**config.mk**
```make
export PLATFORM = sky130hd
export DESIGN_NAME = mmio_cmd_reader
export DESIGN_NICKNAME = d
export VERILOG_FILES = /design/src/rtl/mmio_cmd_reader.sv
export SDC_FILE = /design/constraint.sdc
export NUM_CORES = 1
export LEC_CHECK = 0
export ABC_AREA = 1
export BUFFER_PORTS_ARGS = -buffer_cell sky130_fd_sc_hd__clkbuf_2
export CORE_MARGIN = 4
export CORE_UTILIZATION = 45
export DETAILED_ROUTE_END_ITERATION = 8
export GPL_TIMING_DRIVEN = 0
export PLACE_DENSITY_LB_ADDON = 0.08
export SLEW_MARGIN = 20
export SYNTH_ARGS = -nofsm -noshare
export SYNTH_HDL_FRONTEND = slang
export SYNTH_SLANG_ARGS = --single-unit
```
**constraint.sdc**
```tcl
create_clock -name clk -period 2.8 [get_ports clk]
set_clock_uncertainty 0.1 [all_clocks]
set_input_delay 0.42 -clock clk [delete_from_list [all_inputs] [get_ports clk]]
set_output_delay 0.42 -clock clk [all_outputs]
set_load 0.1 [all_outputs]
```
**src/rtl/mmio_cmd_reader.sv**
```systemverilog
// Polls the filter-command mailbox word in data memory and offers each new
// legal filter code (1 or 2) to the filter controller over a valid/ready handshake.
module mmio_cmd_reader #(
   parameter int unsigned CMD_ADDR    = 10000,
   parameter int unsigned IDLE_ADDR   = 16,
   parameter int unsigned POLL_PERIOD = 1024,
   parameter int unsigned RD_LATENCY  = 1
) (
   input  logic        clk,
   input  logic        rst_n,
   input  logic        poll_en,
   output logic        mem_rd_en,
   output logic [31:0] mem_addr,
   input  logic [31:0] mem_rdata,
   output logic        cmd_valid,
   input  logic        cmd_ready,
   output logic [31:0] cmd_data,
   output logic        cmd_err,
   output logic        busy
);

   localparam int CNT_W = (POLL_PERIOD > 2) ? $clog2(POLL_PERIOD) : 1;
   localparam logic [CNT_W-1:0] POLL_LAST = CNT_W'(POLL_PERIOD - 1);
   localparam logic [1:0]       WAIT_INIT = 2'(RD_LATENCY - 1);
   localparam logic [31:0]      ADDR_CMD  = 32'(CMD_ADDR);
   localparam logic [31:0]      ADDR_IDLE = 32'(IDLE_ADDR);

   typedef enum logic [2:0] {
      s_idle,
      s_read,
      s_wait,
      s_check,
      s_offer
   } state_t;

   // state is kept as a named typed register so checkers can bind to it
   state_t           state;
   logic [CNT_W-1:0] poll_cnt;
   logic [1:0]       wait_cnt;
   logic [31:0]      rd_q;
   logic [31:0]      last_cmd;

   // Handshake: a command transfers on any rising edge where cmd_valid and
   // cmd_ready are both 1; cmd_data is held constant while cmd_valid is 1.
   always_ff @(posedge clk) begin
      if (!rst_n) begin
         state     <= s_idle;
         poll_cnt  <= '0;
         wait_cnt  <= '0;
         rd_q      <= '0;
         last_cmd  <= '0;
         mem_rd_en <= 1'b0;
         mem_addr  <= ADDR_IDLE;
         cmd_valid <= 1'b0;
         cmd_data  <= '0;
         cmd_err   <= 1'b0;
         busy      <= 1'b0;
      end else begin
         case (state)
            s_idle: begin
               if (poll_en) begin
                  if (poll_cnt == POLL_LAST) begin
                     poll_cnt  <= '0;
                     state     <= s_read;
                     mem_rd_en <= 1'b1;
                     mem_addr  <= ADDR_CMD;
                     busy      <= 1'b1;
                  end else begin
                     poll_cnt <= poll_cnt + CNT_W'(1);
                  end
               end
            end
            s_read: begin
               mem_rd_en <= 1'b0;
               wait_cnt  <= WAIT_INIT;
               state     <= s_wait;
            end
            s_wait: begin
               if (wait_cnt == 2'd0) begin
                  rd_q     <= mem_rdata;
                  mem_addr <= ADDR_IDLE;
                  state    <= s_check;
               end else begin
                  wait_cnt <= wait_cnt - 2'd1;
               end
            end
            s_check: begin
               if (rd_q == last_cmd) begin
                  state <= s_idle;
                  busy  <= 1'b0;
               end else if (rd_q == 32'd0) begin
                  // a zero word re-arms, letting the same filter fire again
                  last_cmd <= '0;
                  state    <= s_idle;
                  busy     <= 1'b0;
               end else if (rd_q == 32'd1 || rd_q == 32'd2) begin
                  cmd_data  <= rd_q;
                  cmd_valid <= 1'b1;
                  state     <= s_offer;
               end else begin
                  cmd_err <= 1'b1;
                  state   <= s_idle;
                  busy    <= 1'b0;
               end
            end
            s_offer: begin
               if (cmd_ready) begin
                  cmd_valid <= 1'b0;
                  last_cmd  <= cmd_data;
                  state     <= s_idle;
                  busy      <= 1'b0;
               end
            end
            default: begin
               state     <= s_idle;
               mem_rd_en <= 1'b0;
               mem_addr  <= ADDR_IDLE;
               cmd_valid <= 1'b0;
               busy      <= 1'b0;
            end
         endcase
      end
   end

endmodule

```
==> flow_metrics.tcl <==
set metrics [dict create \
    worst_pin_slew_ns 0.612 \
    synth_edf_count 0 \
    diodes 0 \
    wire_per_inst_um 13.5 \
    cts-root-buf "clkbuf_16" \
    hpwl_um 9650 \
    synth_most_common_cell "nand2_1" \
    post-route-cell-area_um2 6320 \
    fmax_ghz 0.454 \
    multiInputGateArea_um2 2170 \
    core_area_um2 11000 \
    yosysTopAreaCell "dfxtp_1" \
    ys_seq_elements 116 \
    num_vias 4583 \
    cpMostUsedCell "clkbuf_1" \
    grt_pass1_wl_um 20800 \
    holdCritPathClass "in2reg" \
    gp_routability_congestion 0.839 \
    setup_tns_ns 0 \
    die_x_um 115 \
    area_delta_synth_final_pct 23.0 \
    syn-cell-area_um2 5140 \
    cp-end-kind "flip-flop" \
    r2r_start "wait_cnt[0]$_SDFFE_PN0P_" \
    ant_nets 0 \
    yosysUniqueCellTypes 35 \
    critical_path.top_delay_family "buffers and inverters" \
    cts.repair.resized 0 \
    regArea_um2 2320 \
    grt_overflow 0 \
    grt_pass1_vias 4373 \
    reg2reg_depth 7 \
    crit_required_ns 2.97 \
    total_power_uw 5920 \
    hold_violations 0 \
    cts-htree-levels 4 \
    syn_area_per_cell_um2 7.41 \
    critical_path_arrival_ns 2.38 \
    wirelength_um 13000 \
    pin_count 104 \
    peakVddDrop_uv 574 \
    status "finished, final reports clean" \
    via_per_inst 4.76 \
    p_per_area_nw_per_um2 938 \
    crit_path_cell_trace "inv_1 > ha_1 > clkbuf_1 > nand2_1 > clkbuf_1 > o21ai_0 > a21oi_1" \
    cts.clk_slew.worst_paths_ns 0.05 \
    fin_crit_ns 2.20 \
    hold_depth 3 \
    r2r_slack_ns 0.60 \
    worstHoldStart "mem_rdata[0]" \
    rsz0062_at_grt "false" \
    dr.pass1.iters 5 \
    nFillCells 1046 \
    synth_common_cells "nand2_1, dfxtp_1, inv_1" \
    yosysWarnings 0 \
    initial_core_util_pct 46.8 \
    cts_tree "done" \
    grt_max_degree 17 \
    maxSlewHeadroom_pct 59.2 \
    startpoint_type "flip-flop" \
    synthCells 693 \
    synth_ff_type "dfxtp_1" \
    reg2reg_to "rd_q[14]$_SDFFE_PN0P_" \
    cts_hold_buffers 0 \
    maxCapViolCount 0 \
    antenna_found_initial 0 \
    cts.sinks 116 \
    whs_endpoint "rd_q[0]$_SDFFE_PN0P_" \
    fin_crit_sh_pct 78.6 \
    cts_buffers 17 \
    post_dp_cell_area_um2 5780 \
    die_area_um2 13200 \
    grt_usage_pct 20.1 \
    insertion_delay_ns 0.41 \
    nets 850 \
    maxSlewViolCount 0 \
    async_reset_ff_share_pct 0 \
    drive_gt1_share_pct 20.6 \
    clockBufferDepth 2 \
    ys_seq_area_share_pct 45.2 \
    drt-initial-drc-count 199 \
    cp_num_buf_inv 3 \
    die_h_um 115 \
    crit_path_start "wait_cnt[0]$_SDFFE_PN0P_" \
    cp_max_fo 10 \
    cp_slowest_cell "clkbuf_1" \
    dp_cells 933 \
    io_buffer_count 74 \
    final_cells 962 \
    fp-row-count 38 \
    max_stage_delay_ns 0.39 \
    synth_top_area_share_pct 45.2 \
    route.detailed.drc 0 \
    hold_ws_ns 0.179 \
    worst-setup-path-type "reg2reg" \
    post-cts-setup-buffers 0 \
    synthTopCellsByArea "dfxtp_1, nand2_1, a21oi_1" \
    final-setup-viol-count 0 \
    p_leak_uw 0.00297 \
]
## layer usage
metal	vias to the layer above	global-route usage (%)	wire length [um]
met5	-	0	0
met4	0	7.04	170
met3	16	5.32	852
met2	126	33.8	6100
met1	2072	24.8	5880
li1	2369	-	-
## layout make-up
class	instances	area share (%)
Buffer	59	6.08
Tap cell	140	2.77
Multi-Input combinational cell	449	34.4
Sequential cell	116	36.8
Timing Repair Buffer	74	5.86
Clock inverter	5	0.396
Inverter	95	5.65
Clock buffer	24	8.10
## kinds of logic after synthesis
group / share of synthesized area, %
xor gates and xnor gates: 4.09
other: 0.146
and+or+nand+nor: 24.6
buffers and inverters: 14.4
AOI/OAI and AO/OA: 11.0
adders and majority gates: 0.487
DFF: 45.2
## power breakdown
part	switching (uW)	internal [uW]	total, uW	leakage (uW)
logic	1430	594	2030	0.00176
clock network	704	1250	1950	0.000273
registers	130	1820	1940	0.000937
total	2270	3660	5920	0.00297
## tightest hold or removal path, stage by stage
cell	delay, ns
clkbuf_2	0.08
nand3_1	0.07
a21oi_1	0.06
## placed cells by master, fill, tap and decap left out, types with 2 or more instances in the layout
cell	synthesis	final
nand3_1	53	53
nor2_1	41	41
dfxtp_1	116	116
nor2_4	2	2
buf_4	31	31
or2_1	2	2
nor3_1	4	4
o21ai_0	27	27
clkinv_2	0	5
a21oi_1	78	78
xor2_1	3	3
nand2_2	3	3
conb_1	2	28
nand4_1	12	12
clkbuf_1	18	19
inv_2	13	13
xnor2_1	21	21
clkbuf_8	0	6
nor2_2	5	5
ha_1	2	2
clkbuf_16	0	17
inv_1	82	82
nand2_1	155	155
buf_6	6	6
buf_1	3	3
o21ai_1	2	2
clkbuf_2	0	74
## stage by stage
stage / util [%] / setup slack (ns)
2_1_floorplan: - / 0.871
3_3_place_gp: 52.6 / 0.632
3_5_place_dp: 52.6 / 0.599
4_1_cts: 57.5 / 0.584
5_1_grt: 57.5 / 0.424
6_report: 57.5 / 0.599
## registers in the layout, indices dropped and copies added (netlist names)
name and cells:
cmd_data 32, last_cmd 32, rd_q 32, poll_cnt 10
state 3, wait_cnt 2, busy 1, cmd_err 1
cmd_valid 1, mem_addr 1, mem_rd_en 1
## worst max path at each step
stage | end | cells after the start | slack, ns
final | rd_q[14]$_SDFFE_PN0P_ | 7 | 0.60
after global routing | rd_q[25]$_SDFFE_PN0P_ | 7 | 0.42
after CTS | rd_q[22]$_SDFFE_PN0P_ | 7 | 0.58
after detailed placement | rd_q[22]$_SDFFE_PN0P_ | 7 | 0.60
after global placement | rd_q[14]$_SDFFE_PN0P_ | 7 | 0.63
after floorplan | mem_addr[10] | 1 | 0.87
Note: power is estimated with default switching activity, not from simulation.
